**config.mk**
```make
export PLATFORM = sky130hd
export DESIGN_NAME = lambda_peak_detect_flat
export DESIGN_NICKNAME = d
export VERILOG_FILES = /design/src/rtl/lambda_peak_detect_if.sv /design/src/rtl/lambda_peak_detect.sv /design/src/flat_wrapper.sv
export SDC_FILE = /design/constraint.sdc
export NUM_CORES = 1
export LEC_CHECK = 0
export BUFFER_PORTS_ARGS = -buffer_cell sky130_fd_sc_hd__buf_2
export CAP_MARGIN = 40
export CORE_UTILIZATION = 43
export CTS_CLUSTER_SIZE = 24
export DETAILED_ROUTE_END_ITERATION = 8
export GPL_ROUTABILITY_DRIVEN = 0
export MAX_ROUTING_LAYER = met4
export SLEW_MARGIN = 40
export SYNTH_ARGS = -nofsm -noshare
export SYNTH_HDL_FRONTEND = slang
export SYNTH_SLANG_ARGS = --single-unit
```
**constraint.sdc**
```tcl
create_clock -name clk -period 3.4 [get_ports clk]
set_input_delay 0.51 -clock clk [delete_from_list [all_inputs] [get_ports clk]]
set_output_delay 0.51 -clock clk [all_outputs]
set_load 0.01 [all_outputs]
```
**src/rtl/lambda_peak_detect_if.sv**
```systemverilog
// Lambda sample stream in, per-window peak result out, plus the window restart pulse.
// master drives samples and consumes results; slave is the peak detector.
interface lambda_peak_detect_if #(
   parameter int WIN_LEN  = 80,
   parameter int LAMBDA_W = 14
);
   localparam int IDX_W = $clog2(WIN_LEN);

   logic                       clr;
   logic                       in_valid;
   logic                       in_ready;
   logic signed [LAMBDA_W-1:0] lambda_in;
   logic                       out_valid;
   logic                       out_ready;
   logic        [IDX_W-1:0]    theta_out;
   logic signed [LAMBDA_W-1:0] peak_out;

   modport master (
      output clr, in_valid, lambda_in, out_ready,
      input  in_ready, out_valid, theta_out, peak_out
   );

   modport slave (
      input  clr, in_valid, lambda_in, out_ready,
      output in_ready, out_valid, theta_out, peak_out
   );
endinterface

```
**src/rtl/lambda_peak_detect.sv**
```systemverilog
// Finds the first-occurring maximum of lambda over each WIN_LEN-sample window; result is registered
// one cycle after the closing sample and held until taken; only the closing sample stalls on a held result.
module lambda_peak_detect #(
   parameter int WIN_LEN  = 80,
   parameter int LAMBDA_W = 14
) (
   input  logic                 clk,
   input  logic                 rst,
   lambda_peak_detect_if.slave  bus
);
   localparam int               IDX_W    = $clog2(WIN_LEN);
   localparam logic [IDX_W-1:0] LAST_IDX = IDX_W'(WIN_LEN - 1);

   logic        [IDX_W-1:0]    r_idx;
   logic        [IDX_W-1:0]    r_cur_arg;
   logic signed [LAMBDA_W-1:0] r_cur_max;
   logic                       r_out_valid;
   logic        [IDX_W-1:0]    r_theta;
   logic signed [LAMBDA_W-1:0] r_peak;

   logic                       w_last;
   logic                       w_accept;
   logic                       w_first;
   logic                       w_gt;
   logic                       w_close;
   logic signed [LAMBDA_W-1:0] w_next_max;
   logic        [IDX_W-1:0]    w_next_arg;

   assign w_last       = (r_idx == LAST_IDX);
   // Depends only on state and out_ready, never on the incoming sample.
   assign bus.in_ready = !(r_out_valid && !bus.out_ready && w_last);
   assign w_accept     = bus.in_valid && bus.in_ready;
   // A sample arriving with clr opens the new window, so it is treated like index 0.
   assign w_first      = bus.clr || (r_idx == '0);
   assign w_gt         = (bus.lambda_in > r_cur_max);
   assign w_close      = w_accept && w_last && !bus.clr;

   always_comb begin
      w_next_max = r_cur_max;
      w_next_arg = r_cur_arg;
      if (w_first) begin
         w_next_max = bus.lambda_in;
         w_next_arg = '0;
      end else if (w_gt) begin
         w_next_max = bus.lambda_in;
         w_next_arg = r_idx;
      end
   end

   always_ff @(posedge clk) begin
      if (rst) begin
         r_idx       <= '0;
         r_cur_arg   <= '0;
         r_cur_max   <= '0;
         r_out_valid <= 1'b0;
         r_theta     <= '0;
         r_peak      <= '0;
      end else begin
         if (bus.clr) begin
            r_idx <= w_accept ? IDX_W'(1) : '0;
         end else if (w_accept) begin
            r_idx <= w_last ? '0 : r_idx + IDX_W'(1);
         end

         if (w_accept) begin
            r_cur_max <= w_next_max;
            r_cur_arg <= w_next_arg;
         end else if (bus.clr) begin
            r_cur_max <= '0;
            r_cur_arg <= '0;
         end

         // A close in the same cycle as a handshake reloads rather than clears.
         if (w_close) begin
            r_out_valid <= 1'b1;
            r_theta     <= w_next_arg;
            r_peak      <= w_next_max;
         end else if (r_out_valid && bus.out_ready) begin
            r_out_valid <= 1'b0;
         end
      end
   end

   assign bus.out_valid = r_out_valid;
   assign bus.theta_out = r_theta;
   assign bus.peak_out  = r_peak;
endmodule

```
**src/flat_wrapper.sv**
```systemverilog
// flat-port wrapper written by rule: the top's interface ports become plain ports
module lambda_peak_detect_flat 
#(
   parameter int WIN_LEN  = 80,
   parameter int LAMBDA_W = 14
)
  (clk, rst, bus_clr, bus_in_valid, bus_lambda_in, bus_out_ready, bus_in_ready, bus_out_valid, bus_theta_out, bus_peak_out);
  lambda_peak_detect_if #(.WIN_LEN(WIN_LEN), .LAMBDA_W(LAMBDA_W)) bus_i ();
  input  logic clk;
  input  logic rst;
  input wire logic [$bits(bus_i.clr)-1:0] bus_clr;
  input wire logic [$bits(bus_i.in_valid)-1:0] bus_in_valid;
  input wire logic [$bits(bus_i.lambda_in)-1:0] bus_lambda_in;
  input wire logic [$bits(bus_i.out_ready)-1:0] bus_out_ready;
  output wire logic [$bits(bus_i.in_ready)-1:0] bus_in_ready;
  output wire logic [$bits(bus_i.out_valid)-1:0] bus_out_valid;
  output wire logic [$bits(bus_i.theta_out)-1:0] bus_theta_out;
  output wire logic [$bits(bus_i.peak_out)-1:0] bus_peak_out;
  assign bus_i.clr = bus_clr;
  assign bus_i.in_valid = bus_in_valid;
  assign bus_i.lambda_in = bus_lambda_in;
  assign bus_i.out_ready = bus_out_ready;
  assign bus_in_ready = bus_i.in_ready;
  assign bus_out_valid = bus_i.out_valid;
  assign bus_theta_out = bus_i.theta_out;
  assign bus_peak_out = bus_i.peak_out;
  lambda_peak_detect #(.WIN_LEN(WIN_LEN), .LAMBDA_W(LAMBDA_W)) u_core (.clk(clk), .rst(rst), .bus(bus_i));
endmodule
```
### After elaboration in Yosys (flattened, before gate mapping)

Cells that the tools add are included.

| operators by class | value |
|---|---|
| add/subtract/negate cells | 1 |
| $mul | 0 |
| divide/modulo/power cells | 0 |
| $lt $le $gt $ge | 1 |
| eq/ne operators | 1 |
| shift operators | 0 |
| multiplexer cells | 14 |
| bitwise gates (word level) | 0 |
| reductions and logical operators | 13 |

Operator list:

| cell | count |
|---|---|
| 14-bit two-way mux | 4 |
| 7-bit two-way mux | 7 |
| 14-bit greater-than comparator | 1 |
| 7-bit by 1-bit adder with 7-bit output, second input constant | 1 |
| 7-bit equality test, second input constant | 1 |
| 7-bit zero test | 1 |
| 1-bit logical AND | 6 |
| 2-bit nonzero test | 2 |
| 1-bit zero test | 3 |
| 1-bit two-way mux | 3 |
| 1-bit logical OR | 1 |

| storage, ports and cells | value |
|---|---|
| flip-flop bits (word level) | 50 |
| bits in latches | 0 |
| memory bits (writable) | 0 |
| memory bits (read-only) | 0 |
| bits of input ports | 19 |
| output and inout port bits | 23 |
| logic and storage cells | 36 |
| memories | 0 |

### Depth between registers and ports, before layout

| logic depth | value |
|---|---|
| depth in word-level cells | 8 |
| depth in mapped cells | 10 |
| depth with buffers taken out | 8 |

### Worst setup path before layout

No wires, ideal clock.

| timing | value |
|---|---|
| path type | input -> register |
| start | input bus_lambda_in[3] |
| end | register u_core.r_peak[0], in the netlist u_core.bus.peak_out[0] |
| data arrival time | 2.135 ns |
| data required time | 3.312 ns |
| path slack | 1.177 ns |
| cell stages on the path | 9 |
| path buffers | 2 |
| path through | ha_1 -> and4_1 -> o21ai_2 -> a311oi_4 -> o31ai_2 -> buf_6 -> buf_6 -> nand3_1 -> a311oi_2 |

| on the way | value |
|---|---|
| cells in the longest elaborated chain, start to end | 3 |

Ends and longest elaborated chain:

| element | line | source |
|---|---|---|
| start, declared | flat_wrapper.sv:13 | `input wire logic [$bits(bus_i.lambda_in)-1:0] bus_lambda_in;` |
| 14-bit greater-than comparator | lambda_peak_detect.sv:35 | `assign w_gt = (bus.lambda_in > r_cur_max);` |
| 14-bit two-way mux | lambda_peak_detect.sv:44 | `end else if (w_gt) begin` |
| 14-bit two-way mux | lambda_peak_detect.sv:41 | `if (w_first) begin` |
| end signal, assigned | lambda_peak_detect.sv:77 | `r_peak <= w_next_max;` |
| end, declared | lambda_peak_detect.sv:19 | `logic signed [LAMBDA_W-1:0] r_peak;` |

No other way between the ends.
A chain may end at the register's enable or synchronous reset.

### Worst setup path after layout

| timing | value |
|---|---|
| start | register u_core.r_idx[1] |
| end | output bus_in_ready |

| on the way | value |
|---|---|
| cells in the longest elaborated chain, start to end | 3 |

Ends and longest elaborated chain:

| element | line | source |
|---|---|---|
| start, declared | lambda_peak_detect.sv:14 | `logic [IDX_W-1:0] r_idx;` |
| start signal, assigned | lambda_peak_detect.sv:60 | `r_idx <= w_accept ? IDX_W'(1) : '0;` |
| start signal, assigned | lambda_peak_detect.sv:62 | `r_idx <= w_last ? '0 : r_idx + IDX_W'(1);` |
| 7-bit equality test | lambda_peak_detect.sv:29 | `assign w_last = (r_idx == LAST_IDX);` |
| 1-bit logical AND | lambda_peak_detect.sv:31 | `assign bus.in_ready = !(r_out_valid && !bus.out_ready && w_last);` |
| 1-bit zero test | lambda_peak_detect.sv:31 |  |
| end, declared | flat_wrapper.sv:15 | `output wire logic [$bits(bus_i.in_ready)-1:0] bus_in_ready;` |

No other way between the ends.

==> results by group <==
Synthesis
  • Fraction of registers with async set or reset after synthesis: 0%
  • Compound-Gate Fraction of Synth Area: 26.48%
  • Synth top cells by count: 50 x dfxtp_1, 33 x nor2_1, 23 x nand3_1
  • Largest cells by area after synthesis: dfxtp_1 38%, ha_1 7.6%, a32o_1 5.3%
  • Syn nets: 332
  • Synth area leader: dfxtp_1
  • Combinational family with the most area after synthesis: compound AO/OA/AOI/OAI gates
  • Post-synthesis sequential area ratio: 38.10%
  • Adder-cell share of the synthesized area: 7.619%
  • Most common flop cell mapped by yosys: dfxtp_1
  • Post-synth EDFFs: 0
  • FF+latch count, synth: 50
  • Yosys top cell area share: 38.10%
  • Count of warnings emitted by yosys: 0
  • Mapped Area: 0.002628 sq mm
  • Cells after Synth: 297
  • Count leader, synth: dfxtp_1
  • Unique cell type count in the Yosys netlist: 47
  • Post-synthesis simple-gate area fraction: 19.33%
  • XOR/XNOR share of the synthesized area: 0.3333%
  • Post-synthesis mux area share: 0.7619%
  • Mean post-synth cell area: 8.847 sq um

Floorplanning
  • CORE AREA: 0.005921 sq mm
  • Die width: 80.17 microns
  • Initial Util: 44.38%
  • Chip height: 80.17 microns
  • Die area: 0.006427 sq mm
  • IO Pins: 42
  • Rows: 28

Timing
  • Tmin final: 2441 ps
  • Clock skew: 5.619 ps
  • Fin crit share: 71.78%
  • Final setup viols: 0
  • Fmax achieved: 409.7 MHz
  • Setup TNS: 0 ps
  • Final hold vios: 0
  • Slew @ Worst Pin: 678.7 ps
  • Worst rel slew slack: 54.75%
  • Pins Over Slew Limit: 0
  • Unrepaired setup endpoints after global routing: false

Finish
  • Share of cells above drive strength 1: 23.49%
  • Final instance area: 0.002973 sq mm
  • Ant. Diodes: 0
  • # fillers: 615
  • P&R area growth vs syn: 13.14%
  • Final Net Count: 366

Placement
  • Post-DP HPWL: 4149 microns
  • Buffers added on ports: 41
  • Dpl cell area: 0.002864 sq mm

Worst setup path
  • CP Launch Type: flop
  • FF-to-FF path depth: 8
  • Critical path endpoint category: primary output
  • CP Data Arrival Time: 1930 ps
  • CP Class: reg -> out
  • Crit path max fanout: 8
  • Worst Path Required: 2890 ps

GRT
  • First-pass GRT wire length: 10160 microns
  • Routing usage on met3: 4.205%
  • Gr usage total: 21.36%
  • Largest net degree at the start of global routing: 28
  • Met1 usage: 26.77%
  • Remaining Overflow, GRT: 0
  • GR peak layer: met2
  • Met2 Use GR: 33.68%
  • Vias in the first global route: 2094
  • Antenna violations before repair: 0

Clock tree
  • Cts repair resizes: 0
  • Clock Sinks: 50
  • Hold_buf cts: 0
  • Post-CTS Setup Inserts: 0
  • Clock Latency Late Sink: 320 ps
  • Deepest clock path buffer count: 2
  • H-tree depth: 2
  • Reg clk slew, reported paths: 90 ps
  • Root buffer cell: clkbuf_8
  • CTS tree: done
  • TritonCTS buffer count: 5

Worst hold path
  • Hold path cells: 2
  • Worst min path class: in -> reg

Route
  • DR WL/cell: 15.29 microns
  • DRC Markers: 0
  • Vias: 2301
  • Antenna Violating Nets Remaining: 0
  • 1st-iter DRT viols: 125
  • DRT Pass-1 Iters: 4
  • Total wire length: 6221 microns
  • Vias/cell: 5.654

Pwr
  • Switching share of power: 27.27%
  • Logic pwr share: 13.1%
  • Seq pwr share: 50.8%
  • P_sw: 0.3245 mW
  • Leak: 1.097 nW
  • Clock network fraction of design power: 36.1%
  • Power Density: 400.4 mW/mm^2
  • Power Internal: 0.8657 mW
  • Maximum VDD drop: 0.0002229 V

Flow run
  • Max_cap viols: 0

Outcome
  • Run status: completed
[final timing paths]
path                                                          to                             start  slack [ps]
worst min register to register  u_core.r_cur_arg[6]$_SDFFE_PP0P_  u_core.r_cur_arg[6]$_SDFFE_PP0P_         480
worst max register to register  u_core.r_cur_max[5]$_SDFFE_PP0P_  u_core.r_cur_max[3]$_SDFFE_PP0P_        1040
worst max-delay path                                bus_in_ready      u_core.r_idx[1]$_SDFFE_PP0P_         960
worst min-delay path            u_core.r_cur_max[0]$_SDFFE_PP0P_                  bus_lambda_in[0]         420
[through the flow]
step | setup slack (ps) | instances | hold slack [ps] | util [%] | power [mW]
floorplan | 1177 | 297 | 446.6 | - | 0.7273
CTS | 949.5 | 407 | 415.1 | 50.21 | 1.205
detailed placement | 792.6 | 399 | 463.8 | 48.37 | 0.7734
global route | 828.9 | 407 | 423.5 | 50.21 | 1.247
global placement | 588.6 | 399 | 461.1 | 48.25 | 0.7700
finish | 959.4 | 407 | 418.1 | 50.21 | 1.190
[metal layers]
layer  up-vias  routed length (microns)
met5         -                        0
met4         0                      122
met3        10                      262
met2        50                     2947
met1      1085                     2888
li1       1156                        -
[layout make-up]
class                      count  area (sq um)  share of cell area (%)
inverter                      19         71.32                   2.399
multi-input combinational    207          1440                   48.44
clock buffer                   5         68.82                   2.315
tap                           75         93.84                   3.157
sequential                    50          1001                   33.67
clock inverter                 3         40.04                   1.347
timing repair buffer          48         257.7                   8.670
[layout by cell type (no fill, tap or decap), types with 4 or more instances in the layout]
master     n
dfxtp_1   50
buf_2     41
nor2_1    33
nand3_1   23
o21ai_0   21
inv_1     19
nand2_1   18
ha_1      16
a32o_1    14
a21oi_1   13
nor3_1     8
a311oi_2   7
a311oi_1   7
buf_4      7
clkbuf_8   5
o22ai_1    4
[worst max-delay path, stage by stage, from the launching register on]
cell and delay, ps:
dfxtp_1 470, ha_1 210, and3_1 300, nand3_4 170, or2_2 320, buf_2 140
[sequential cells by signal (all words and copies together), names as in the netlist]
name and flops:
u_core.r_idx 7, u_core.bus.theta_out 7, u_core.r_cur_max 14, u_core.bus.peak_out 14, u_core.r_cur_arg 7, u_core.bus.out_valid 1
[power by group through the flow]
stage	combinational (mW)	sequential [mW]	clock (mW)
final	0.156	0.604	0.430
after floorplan	0.112	0.616	0
after CTS	0.157	0.604	0.444
after detailed placement	0.156	0.618	0
after global placement	0.153	0.617	0
after global routing	0.175	0.606	0.466
[kinds of logic after synthesis]
| logic type | count (synthesis) |
|---|---|
| buf+inv | 40 |
| flops | 50 |
| mux | 2 |
| xor+xnor | 1 |
| compound gates | 86 |
| fa+ha+maj | 16 |
| simple gates | 102 |
No activity file was read; power rests on OpenSTA's default activity.
